File: src/rtl/zero_cross_pitch.sv
// Pitch-period estimator: measures the distance between hysteresis-qualified
// rising zero crossings, averages groups of accepted periods and flags silence.
module zero_cross_pitch #(
  parameter int unsigned HYST       = 8,
  parameter int unsigned MIN_PERIOD = 8,
  parameter int unsigned MAX_PERIOD = 2047,
  parameter int unsigned AVG_LOG2   = 2
) (
  input  logic        clk_in,
  input  logic        rst_in,
  input  logic        audio_valid_in,
  input  logic [7:0]  audio_in,
  output logic [15:0] period_out,
  output logic        period_valid_out,
  output logic        silent_out
);

  // cnt must reach MAX_PERIOD and p = cnt+1 must still compare above it
  localparam int unsigned CW    = $clog2(MAX_PERIOD + 2);
  localparam int unsigned SW    = $clog2(MAX_PERIOD + 1) + AVG_LOG2;
  localparam int unsigned KW    = AVG_LOG2 + 1;
  localparam int unsigned GROUP = 1 << AVG_LOG2;

  localparam logic signed [9:0] HI_TH = 10'(HYST);
  localparam logic signed [9:0] LO_TH = -HI_TH;

  typedef enum logic [1:0] {IDLE, LOW, HIGH} state_t;

  state_t        state;
  logic          have_ref;
  logic [CW-1:0] cnt;
  logic [SW-1:0] sum;
  logic [KW-1:0] k;

  logic signed [9:0] sample;
  logic              is_high;
  logic              is_low;
  logic              rise;
  logic [CW-1:0]     p;
  logic              p_short;
  logic              p_long;
  logic [SW-1:0]     sum_acc;
  logic [KW-1:0]     k_inc;
  logic              group_done;

  // Sample classification and crossing / period arithmetic
  always_comb begin
    sample     = 10'(signed'(audio_in));
    is_high    = sample >= HI_TH;
    is_low     = sample <= LO_TH;
    rise       = audio_valid_in && (state == LOW) && is_high;
    p          = cnt + CW'(1);
    p_short    = p < CW'(MIN_PERIOD);
    p_long     = p > CW'(MAX_PERIOD);
    sum_acc    = sum + SW'(p);
    k_inc      = k + KW'(1);
    group_done = (k_inc == KW'(GROUP));
  end

  always_ff @(posedge clk_in) begin
    if (rst_in) begin
      state            <= IDLE;
      have_ref         <= 1'b0;
      cnt              <= '0;
      sum              <= '0;
      k                <= '0;
      period_out       <= '0;
      period_valid_out <= 1'b0;
      silent_out       <= 1'b1;
    end else begin
      period_valid_out <= 1'b0;
      if (audio_valid_in) begin
        case (state)
          IDLE:    if (is_low)  state <= LOW;
          LOW:     if (is_high) state <= HIGH;
          HIGH:    if (is_low)  state <= LOW;
          default: state <= IDLE;
        endcase

        if (rise) begin
          // Over-long period with a reference in hand just restarts the reference
          if (!have_ref || p_long) begin
            have_ref <= 1'b1;
            cnt      <= '0;
          end else if (p_short) begin
            cnt <= p;
          end else begin
            cnt <= '0;
            if (group_done) begin
              period_out       <= 16'(sum_acc >> AVG_LOG2);
              period_valid_out <= 1'b1;
              silent_out       <= 1'b0;
              sum              <= '0;
              k                <= '0;
            end else begin
              sum <= sum_acc;
              k   <= k_inc;
            end
          end
        end else if (p_long) begin
          // Silence timeout: drop reference and partial group, hold cnt
          have_ref   <= 1'b0;
          sum        <= '0;
          k          <= '0;
          silent_out <= 1'b1;
        end else begin
          cnt <= p;
        end
      end
    end
  end

endmodule

File: config.mk
export PLATFORM = sky130hd
export DESIGN_NAME = zero_cross_pitch
export DESIGN_NICKNAME = d
export VERILOG_FILES = /design/src/rtl/zero_cross_pitch.sv
export SDC_FILE = /design/constraint.sdc
export NUM_CORES = 1
export LEC_CHECK = 0
export BUFFER_PORTS_ARGS = -buffer_cell sky130_fd_sc_hd__buf_2
export CORE_MARGIN = 10
export CORE_UTILIZATION = 50
export DETAILED_ROUTE_END_ITERATION = 10
export GPL_TIMING_DRIVEN = 1
export HOLD_SLACK_MARGIN = 0.05
export PLACE_DENSITY = 0.83
export SYNTH_ARGS = -nofsm -noshare
export SYNTH_HDL_FRONTEND = slang
export SYNTH_SLANG_ARGS = --single-unit
export TNS_END_PERCENT = 5
File: constraint.sdc
create_clock -name clk_in -period 2.8 [get_ports clk_in]
set_input_delay 0.42 -clock clk_in [delete_from_list [all_inputs] [get_ports clk_in]]
set_output_delay 0.42 -clock clk_in [all_outputs]
set_load 0.01 [all_outputs]
==> results.py, run 1 <==
metrics = {
    "run_status": {
        "status": "completed",
    },
    "worst_setup_path": {
        "startpoint": "cnt[0]",
        "r2r_end": "period_out[9]",
        "crit_path_max_fanout": 6,
        "setup.worst_path.class": "flip-flop to flip-flop",
        "end_kind": "flip-flop",
        "r2r-start": "cnt[0]",
        "cp_data_required_time_ns": 3.04,
        "crit_path_end": "period_out[9]",
        "ff2ff_setup_slack_ns": 0.07,
        "startpoint_type": "flip-flop",
        "worst-r2r-cell-count": 12,
        "cp.arrival_ns": 2.97,
    },
    "yosys": {
        "async_reset_ff_frac": 0,
        "syn_inst": 335,
        "ys_ff_latch": 44,
        "ys_types": 50,
        "synthesis.area_sq_um": 2760,
        "yosys_warnings": 0,
        "synth_area_leaders": "dfxtp_1 (32%), ha_1 (7.3%), nand3b_1 (4.9%)",
        "yosys.area.top_type_share": 0.320,
        "synth_edf_count": 0,
        "yosys_most_used_dff": "dfxtp_1",
        "syn_avg_cell_area_sq_um": 8.22,
        "synth_top_cell_by_area": "dfxtp_1",
        "ys_seq_area_frac": 0.320,
    },
    "route": {
        "drt_iter0_drc": 98,
        "wirelength_um": 6830,
        "drc": 0,
        "wl_per_cell_um": 15.6,
        "antenna_left": 0,
        "drt_pass1_iterations": 4,
        "route.vias.total": 2463,
        "avgViaCountPerCell": 5.61,
    },
    "timing": {
        "hold_viol_final": 0,
        "worstMarginPinSlew_ns": 0.780,
        "maxSlewViolCount": 0,
        "min_period_ns": 2.73,
        "setup_violations": 0,
        "max_slew_margin": 0.480,
        "skew_ns": 0.0111,
        "fmax_ghz": 0.367,
        "post-route-period-util": 0.974,
    },
    "clocking": {
        "cts_root_buf": "clkbuf_8",
        "cts_tree": "yes",
        "clock-sinks": 44,
        "ctsHoldBuffers": 0,
        "clk_latency_ns": 0.31,
        "cts_buffer_depth": 2,
        "cts_max_level": 2,
        "numCtsBuffers": 5,
        "clk_pin_slew_ns": 0.10,
    },
    "pwr": {
        "p_total_mw": 1.22,
        "p_leak_nw": 1.38,
        "powerDensity_nw_per_um2": 369,
        "vdd_drop_max_uv": 258,
    },
    "placement": {
        "post-dp-hpwl_um": 4800,
        "dp_cells": 430,
        "gp_congestion": 0.923,
        "port_buffers": 23,
    },
    "die": {
        "start_util": 0.526,
        "dieArea_sq_um": 8880,
        "die_width_um": 94.2,
        "coreArea_sq_um": 5240,
        "die_y_um": 94.2,
        "rows": 26,
        "boundaryPins": 29,
    },
    "final_layout": {
        "syn_to_final_growth_pct": 20.0,
        "nets": 396,
        "layout-drive-gt1-share": 0.241,
        "fin_cells": 439,
        "antenna_cells": 0,
    },
    "min_path": {
        "hold_class": "flip-flop to flip-flop",
        "whs_path_depth": 2,
    },
    "grt": {
        "overflow": 0,
        "antenna_found_initial": 0,
        "grt_max_degree": 48,
        "grt_usage": 0.153,
        "grt_pass1_vias": 2488,
        "grt_pass1_wl_um": 11300,
    },
    "flow_run": {
        "cap_violations": 0,
    },
}
[sequential cells by signal, summed over array words and instances (netlist names)]
name,count
cnt,12
have_ref,1
k,3
period_out,11
period_valid_out,1
silent_out,1
state,2
sum,13
[cell usage after synthesis, types with 2 or more instances]
cell      number
dfxtp_1       44
nand2_1       31
nor2_1        27
a21oi_1       24
nand3b_1      18
ha_1          16
xnor2_1       14
nand3_1       13
o21ai_0       12
xor2_1        12
clkbuf_1      10
inv_1         10
nor3_1         9
o31ai_1        9
or2_2          9
or3_1          8
buf_2          6
mux2i_1        6
buf_4          5
nand2b_1       5
nand4_1        4
or4_1          4
a211o_1        3
a21o_1         3
a31oi_1        3
o21a_1         3
a21boi_0       2
nand4_2        2
o31a_1         2
[final cells by class]
| class | count | area [sq um] |
|---|---|---|
| multi-input combinational | 262 | 1880 |
| timing repair buffer | 44 | 285 |
| clock inverter | 3 | 47.5 |
| inverter | 11 | 41.3 |
| clock buffer | 5 | 68.8 |
| tap | 70 | 87.6 |
| fill | 440 | 1930 |
| sequential | 44 | 893 |
[stage by stage]
| step | area [sq um] | TNS [ns] | utilization | hold WS (ns) | worst slack (ns) |
|---|---|---|---|---|---|
| finish | 3310 | 0 | 0.631 | 0.461 | 0.0742 |
| global route | 3310 | -0.136 | 0.631 | 0.494 | -0.0465 |
| CTS | 3170 | 0 | 0.605 | 0.464 | 0.00946 |
| detailed placement | 3030 | -0.181 | 0.578 | 0.451 | -0.0683 |
| global placement | 3030 | -0.0379 | 0.578 | 0.438 | -0.0211 |
| floorplan | 2770 | 0 | - | 0.450 | 0.0133 |
[cell usage in the layout, fill, tap and decap left out, drive strengths merged, types with 6 or more instances in the layout]
cell / synthesis / layout
nor3: 9 / 9
mux2i: 6 / 6
xnor2: 14 / 14
xor2: 12 / 12
nand4: 6 / 6
a21oi: 24 / 24
inv: 11 / 11
o21ai: 13 / 13
buf: 12 / 44
or2: 10 / 10
nand3: 13 / 13
ha: 16 / 16
nand3b: 18 / 18
or3: 9 / 9
o31ai: 9 / 9
dfxtp: 44 / 44
nor2: 27 / 27
nand2: 31 / 31
[timing repair]
action | CTS | global route
cloned | 0 | 0
hold endpoints to repair | 0 | 0
endpoints found under the setup margin | 4 | 14
gates resized for setup | 7 | 24
buffers inserted | 0 | 1
pin swaps | 0 | 6
[kinds of logic after synthesis]
group	share of synthesized area
simple gates	0.271
compound gates	0.165
flops	0.320
buf+inv	0.0545
xor+xnor	0.0827
fa+ha+maj	0.0799
mux	0.0259
other cells	0.00136
[metal layers]
layer,GRT usage,part of all wire,up-vias
met5,0,0,-
met4,0.0532,0.019,0
met3,0.0296,0.042,13
met2,0.272,0.50,54
met1,0.177,0.44,1156
li1,-,-,1240
[how the worst min path moves through the flow]
stage                        startpoint             to  slack [ns]
after detailed placement  period_out[6]  period_out[6]        0.45
after global placement    period_out[6]  period_out[6]        0.44
after floorplan                 sum[12]        sum[12]        0.45
final                     period_out[6]  period_out[6]        0.46
after global routing      period_out[9]  period_out[9]        0.49
after CTS                 period_out[6]  period_out[6]        0.46
[report_power, final]
| part | internal [mW] | total [mW] | switching [mW] |
|---|---|---|---|
| sequential | 0.628 | 0.634 | 0.00641 |
| clock | 0.269 | 0.510 | 0.241 |
| combinational | 0.0294 | 0.0736 | 0.0442 |
[critical path, stage by stage, from the launching register on]
cell	delay (ns)
dfxtp_4	0.40
inv_2	0.07
ha_4	0.27
inv_1	0.06
ha_4	0.21
a211o_1	0.35
a2111oi_4	0.37
buf_4	0.17
o31a_1	0.17
a21oi_2	0.07
xnor2_1	0.13
or2_2	0.29
a21oi_1	0.12
No activity file was read; power rests on OpenSTA's default activity.
==> run 2: changes to the inputs <==
--- a/config.mk
+++ b/config.mk
@@ -5,13 +5,15 @@
 export SDC_FILE = /design/constraint.sdc
 export NUM_CORES = 1
 export LEC_CHECK = 0
+export ABC_AREA = 1
 export BUFFER_PORTS_ARGS = -buffer_cell sky130_fd_sc_hd__buf_2
 export CORE_MARGIN = 10
 export CORE_UTILIZATION = 50
 export DETAILED_ROUTE_END_ITERATION = 10
+export GPL_ROUTABILITY_DRIVEN = 0
 export GPL_TIMING_DRIVEN = 1
 export HOLD_SLACK_MARGIN = 0.05
-export PLACE_DENSITY = 0.83
+export PLACE_DENSITY = 0.82
 export SYNTH_ARGS = -nofsm -noshare
 export SYNTH_HDL_FRONTEND = slang
 export SYNTH_SLANG_ARGS = --single-unit
==> results.py, run 2 <==
metrics = {
    "yosys": {
        "yosysMostFrequentCell": "nand2_1",
        "synthesis.area_sq_um": 3320,
        "synth_area_leaders": "dfxtp_1 (27%), nand2_1 (14%), inv_1 (6.9%)",
        "synth_common_cells": "nand2_1 (127), inv_1 (61), dfxtp_1 (44), nor2_1 (44), nand3_1 (42)",
        "ys_ff_latch": 44,
        "synth_top_cell_by_area": "dfxtp_1",
        "syn_avg_cell_area_sq_um": 6.67,
        "yosys_most_used_dff": "dfxtp_1",
        "yosys_warnings": 0,
        "syn_inst": 497,
        "ys_seq_area_frac": 0.266,
        "yosys.area.top_type_share": 0.266,
        "async_reset_ff_frac": 0,
        "synth_edf_count": 0,
        "ys_types": 36,
    },
    "run_status": {
        "status": "completed",
    },
    "grt": {
        "grt_usage": 0.163,
        "grt_pass1_wl_um": 14100,
        "overflow": 0,
        "antenna_found_initial": 0,
        "grt_pass1_vias": 3095,
        "grt_max_degree": 32,
    },
    "min_path": {
        "hold_class": "flip-flop to flip-flop",
        "hp-start": "period_out[0]",
    },
    "worst_setup_path": {
        "path_delay_family": "simple AND/OR/NAND/NOR gates",
        "critical-path-slowest-cell": "dfxtp_2",
        "cp_data_required_time_ns": 3.03,
        "startpoint_type": "flip-flop",
        "crit_top_cell": "nand2_1",
        "cp.arrival_ns": 2.81,
        "setup.worst_path.class": "flip-flop to flip-flop",
        "end_kind": "flip-flop",
        "critPathBufInv": 0,
        "cp_cell_sequence": "ha_2 > nand3_2 > nor2_4 > nand2_1 > nand2_1 > nand2_1 > ha_2 > nand2_1 > nor2_1 > nand3_1 > nand4_1 > nand3_1 > nor2_1 > nand3_1 > a21oi_1",
        "r2r-start": "cnt[1]",
        "startpoint": "cnt[1]",
        "crit_path_max_fanout": 7,
        "cpPeakStageDelay_ns": 0.39,
    },
    "timing": {
        "rsz0062_at_grt": "true",
        "post-route-period-util": 0.922,
        "fmax_ghz": 0.387,
        "skew_ns": 0.0171,
        "hold_viol_final": 0,
        "maxSlewViolCount": 0,
        "worst_hold_slack_ns": 0.466,
        "min_period_ns": 2.58,
        "setup_violations": 0,
    },
    "pwr": {
        "p_leak_nw": 1.74,
        "powerDensity_nw_per_um2": 331,
        "vdd_drop_max_uv": 286,
    },
    "clocking": {
        "cts_tree": "yes",
        "cts_root_buf": "clkbuf_8",
        "ctsHoldBuffers": 0,
        "numCtsBuffers": 5,
        "cts_buffer_depth": 2,
        "cts_max_level": 2,
        "clk_latency_ns": 0.31,
        "clock-sinks": 44,
        "clk_pin_slew_ns": 0.09,
    },
    "route": {
        "antenna_left": 0,
        "drt_pass1_iterations": 5,
        "avgViaCountPerCell": 5.45,
        "drc": 0,
        "route.vias.total": 3245,
        "drt_iter0_drc": 156,
        "wl_per_cell_um": 13.6,
        "wirelength_um": 8090,
    },
    "die": {
        "die_y_um": 101,
        "coreArea_sq_um": 6390,
        "dieArea_sq_um": 10300,
        "die_width_um": 101,
        "boundaryPins": 29,
        "rows": 29,
        "start_util": 0.519,
    },
    "flow_run": {
        "cap_violations": 0,
    },
    "final_layout": {
        "final_area_sq_um": 3550,
        "antenna_cells": 0,
        "final-seq-area_sq_um": 885,
        "nets": 546,
        "nFillCells": 604,
        "regMostFlops": "sum",
        "layout_common_cells": "nand2_1 (127), inv_1 (61), nor2_1 (44)",
        "final_common_cell": "nand2_1",
        "layout-drive-gt1-share": 0.187,
        "top_regs": "sum: 13 flops, cnt: 12 flops, period_out: 11 flops",
        "syn_to_final_growth_pct": 6.94,
        "multiInputGateArea_sq_um": 2070,
        "largest_reg_flops": 13,
    },
    "placement": {
        "port_buffers": 23,
        "post-dp-hpwl_um": 6140,
        "placed_area_sq_um": 3460,
    },
}
[run 2: cell count changes in the layout (fill, tap and decap cells not counted), sizes merged, moves of 6 or more]
cell / before / now
a21oi: 24 / 44
buf: 44 / 30
inv: 11 / 64
mux2i: 6 / 0
nand2: 31 / 149
nand3: 13 / 48
nand3b: 18 / 4
nand4: 6 / 24
nor2: 27 / 52
o31ai: 9 / 0
or2: 10 / 0
or3: 9 / 0
xnor2: 14 / 4
xor2: 12 / 1
[run 2: worst paths after layout]
check / endpoint / slack, ns / depth (start not counted)
max: sum[11] / 0.22 / 15
min: period_out[0] / 0.47 / 2
max reg2reg: sum[11] / 0.22 / 15
min reg2reg: period_out[0] / 0.47 / 2
[run 2: worst min-delay path, cell delays in order, from the launching register on]
cell and delay [ns]:
dfxtp_1 0.32, nand2_2 0.06, a21oi_2 0.04
[run 2: metrics by stage]
step	worst slack (ns)	total power, mW	instances	setup TNS, ns	util
global route	-0.00265	1.22	595	-0.00265	0.555
detailed placement	0.156	0.794	588	0	0.541
floorplan	0.487	0.763	501	0	-
CTS	0.129	1.19	595	0	0.554
global placement	0.261	0.791	588	0	0.541
finish	0.218	1.18	595	0	0.555
[run 2: cell type report]
class | instances | share of cell area
Tap cell | 77 | 0.0272
Clock buffer | 5 | 0.0194
Multi-Input combinational cell | 373 | 0.585
Sequential cell | 44 | 0.249
Inverter | 64 | 0.0685
Timing Repair Buffer | 30 | 0.0473
Clock inverter | 2 | 0.00353
[run 2: where the power goes]
group	switching [mW]	internal, mW	leakage [nW]
Combinational	0.0938	0.0420	1.34
Sequential	0.0115	0.635	0.357
Clock	0.223	0.169	0.0400
[run 2: what timing repair did]
item                                    in CTS  in global routing
buffers inserted                             0                  0
endpoints found under the setup margin       0                  7
resized for setup                            0                  5
[run 2: cell families (layout without fill, tap and decap cells)]
family | Yosys count | count (layout) | synth area share
AOI/OAI and AO/OA | 62 | 62 | 0.118
xor gates and xnor gates | 5 | 5 | 0.0132
adders and majority gates | 17 | 17 | 0.0664
buffers and inverters | 84 | 101 | 0.115
DFF | 44 | 44 | 0.266
other | 1 | 5 | 0.00113
and+or+nand+nor | 284 | 284 | 0.421
[run 2: routing by layer]
metal,track usage,vias up,part of all wire
li1,-,1639,-
met3,0.0361,18,0.077
met1,0.202,1448,0.44
met2,0.271,140,0.46
met4,0.0600,0,0.022
met5,0,-,0
==> run 3: changes to the inputs <==
--- a/config.mk
+++ b/config.mk
@@ -8,12 +8,12 @@
 export ABC_AREA = 1
 export BUFFER_PORTS_ARGS = -buffer_cell sky130_fd_sc_hd__buf_2
 export CORE_MARGIN = 10
-export CORE_UTILIZATION = 50
+export CORE_UTILIZATION = 55
 export DETAILED_ROUTE_END_ITERATION = 10
 export GPL_ROUTABILITY_DRIVEN = 0
 export GPL_TIMING_DRIVEN = 1
 export HOLD_SLACK_MARGIN = 0.05
-export PLACE_DENSITY = 0.82
+export PLACE_DENSITY = 0.88
 export SYNTH_ARGS = -nofsm -noshare
 export SYNTH_HDL_FRONTEND = slang
 export SYNTH_SLANG_ARGS = --single-unit
==> results.py, run 3 (synthesis results as in run 2) <==
metrics = {
    "pwr": {
        "p_sw_frac": 0.289,
        "netSwitchingPower_uw": 343,
        "combPwrFrac": 0.115,
        "intPower_uw": 846,
        "seqPwrFrac": 0.543,
        "clockPowerShare": 0.341,
        "p_total_mw": 1.19,
        "powerDensity_nw_per_um2": 331,
        "vdd_drop_max_uv": 348,
        "p_leak_nw": 1.74,
    },
    "worst_setup_path": {
        "cpPeakStageDelay_ns": 0.39,
        "end_kind": "flip-flop",
        "cp_cell_sequence": "ha_2 > nand3_2 > o21ai_0 > nand2_1 > ha_4 > nand2_1 > nor2_1 > nand3_1 > nand4_1 > nand3_1 > nor2_1 > nand3_1 > a21oi_1",
        "critical-path-slowest-cell": "dfxtp_4",
        "startpoint": "cnt[0]",
        "setup.worst_path.class": "flip-flop to flip-flop",
        "r2r_end": "sum[11]",
        "crit_path_end": "sum[11]",
        "ff2ff_setup_slack_ns": 0.27,
        "startpoint_type": "flip-flop",
        "crit_top_cell": "nand3_1",
        "cp.arrival_ns": 2.76,
        "crit_path_max_fanout": 6,
        "r2r-start": "cnt[0]",
        "cp_data_required_time_ns": 3.04,
        "worst-r2r-cell-count": 13,
    },
    "clocking": {
        "clk_pin_slew_ns": 0.08,
        "cts_buffer_depth": 2,
        "numCtsBuffers": 5,
        "cts_tree": "yes",
        "cts_root_buf": "clkbuf_8",
        "clk_latency_ns": 0.31,
        "clock-sinks": 44,
        "cts_max_level": 2,
    },
    "grt": {
        "grt_usage": 0.173,
        "grt_pass1_vias": 3147,
        "grt_pass1_wl_um": 14200,
        "overflow": 0,
        "grt_max_degree": 32,
        "antenna_found_initial": 0,
    },
    "route": {
        "drt_iter0_drc": 265,
        "antenna_left": 0,
        "drt_pass1_iterations": 5,
        "avgViaCountPerCell": 5.60,
        "wl_per_cell_um": 14.2,
        "route.vias.total": 3326,
        "drc": 0,
        "wirelength_um": 8420,
    },
    "timing": {
        "setup_violations": 0,
        "maxSlewViolCount": 0,
        "worst_hold_slack_ns": 0.467,
        "post-route-period-util": 0.902,
        "min_period_ns": 2.53,
        "skew_ns": 0.00659,
        "fmax_ghz": 0.396,
        "fin_setup_tns_ns": 0,
        "fin_ws_ns": 0.274,
        "hold_viol_final": 0,
        "max_slew_margin": 0.622,
        "worstMarginPinSlew_ns": 0.566,
    },
    "final_layout": {
        "layout-drive-gt1-share": 0.198,
        "syn_to_final_growth_pct": 8.53,
        "regMostFlops": "sum",
        "top_regs": "sum: 13 flops, cnt: 12 flops, period_out: 11 flops",
        "fin_cells": 594,
        "largest_reg_flops": 13,
        "nets": 547,
        "antenna_cells": 0,
        "layout_common_cells": "nand2_1 (126), inv_1 (61), nand3_1 (42), nor2_1 (42), dfxtp_1 (41)",
        "final_common_cell": "nand2_1",
    },
    "die": {
        "start_util": 0.563,
        "dieArea_sq_um": 9530,
        "rows": 28,
        "coreArea_sq_um": 5890,
        "boundaryPins": 29,
        "die_width_um": 97.6,
        "die_y_um": 97.6,
    },
    "min_path": {
        "hold_class": "flip-flop to flip-flop",
    },
    "placement": {
        "port_buffers": 23,
        "dp_cells": 585,
        "post-dp-hpwl_um": 6150,
        "pre_cts_ws_ns": 0.152,
    },
    "flow_run": {
        "cap_violations": 0,
    },
    "run_status": {
        "status": "completed",
    },
}
[run 3: area by class of cell]
class                      instances  area (sq um)
tap                               75          93.8
sequential                        44           890
multi-input combinational        373          2120
fill                             511          2290
timing repair buffer              31           175
clock buffer                       5          68.8
clock inverter                     2          12.5
inverter                          64           243
[run 3: how the worst min path moves through the flow]
| stage | cells past startpoint | start | slack [ns] | end |
|---|---|---|---|---|
| floorplan | 2 | state[1] | 0.44 | state[1] |
| global route | 2 | period_out[0] | 0.49 | period_out[0] |
| detailed placement | 2 | state[1] | 0.45 | state[1] |
| global placement | 2 | silent_out | 0.45 | silent_out |
| CTS | 2 | state[1] | 0.47 | state[1] |
| finish | 2 | period_out[1] | 0.47 | period_out[1] |
[run 3: power groups by stage]
stage | combinational [mW] | sequential (mW) | clock [mW]
after floorplan | 0.105 | 0.658 | 0
after global placement | 0.128 | 0.660 | 0
after detailed placement | 0.132 | 0.661 | 0
after CTS | 0.132 | 0.646 | 0.414
after global routing | 0.152 | 0.648 | 0.435
final | 0.137 | 0.646 | 0.406
[run 3: timing repair]
item | 4_1_cts | 5_1_grt
endpoints found under the hold margin | 0 | 0
buffers inserted | 0 | 2
hold buffers | 0 | 0
resized for setup | 0 | 12
endpoints found under the setup margin | 0 | 9
[run 3: critical path: cells and delay by family (launching register included)]
| kind | cells | cell delay (ns) |
|---|---|---|
| AO/OA/AOI/OAI | 2 | 0.32 |
| adder cells (fa/ha/maj) | 2 | 0.55 |
| flip-flops | 1 | 0.39 |
| AND/OR/NAND/NOR | 9 | 1.17 |
[run 3: metal layers]
| metal | share of wire | up-vias | track usage |
|---|---|---|---|
| met5 | 0 | - | 0 |
| met3 | 0.075 | 25 | 0.0327 |
| met1 | 0.43 | 1522 | 0.210 |
| li1 | - | 1646 | - |
| met2 | 0.46 | 133 | 0.285 |
| met4 | 0.038 | 0 | 0.0850 |
[run 3: through the flow]
stage / area [sq um] / util
global placement: 3450 / 0.585
floorplan: 3330 / -
global route: 3600 / 0.611
CTS: 3530 / 0.599
finish: 3600 / 0.611
detailed placement: 3450 / 0.585
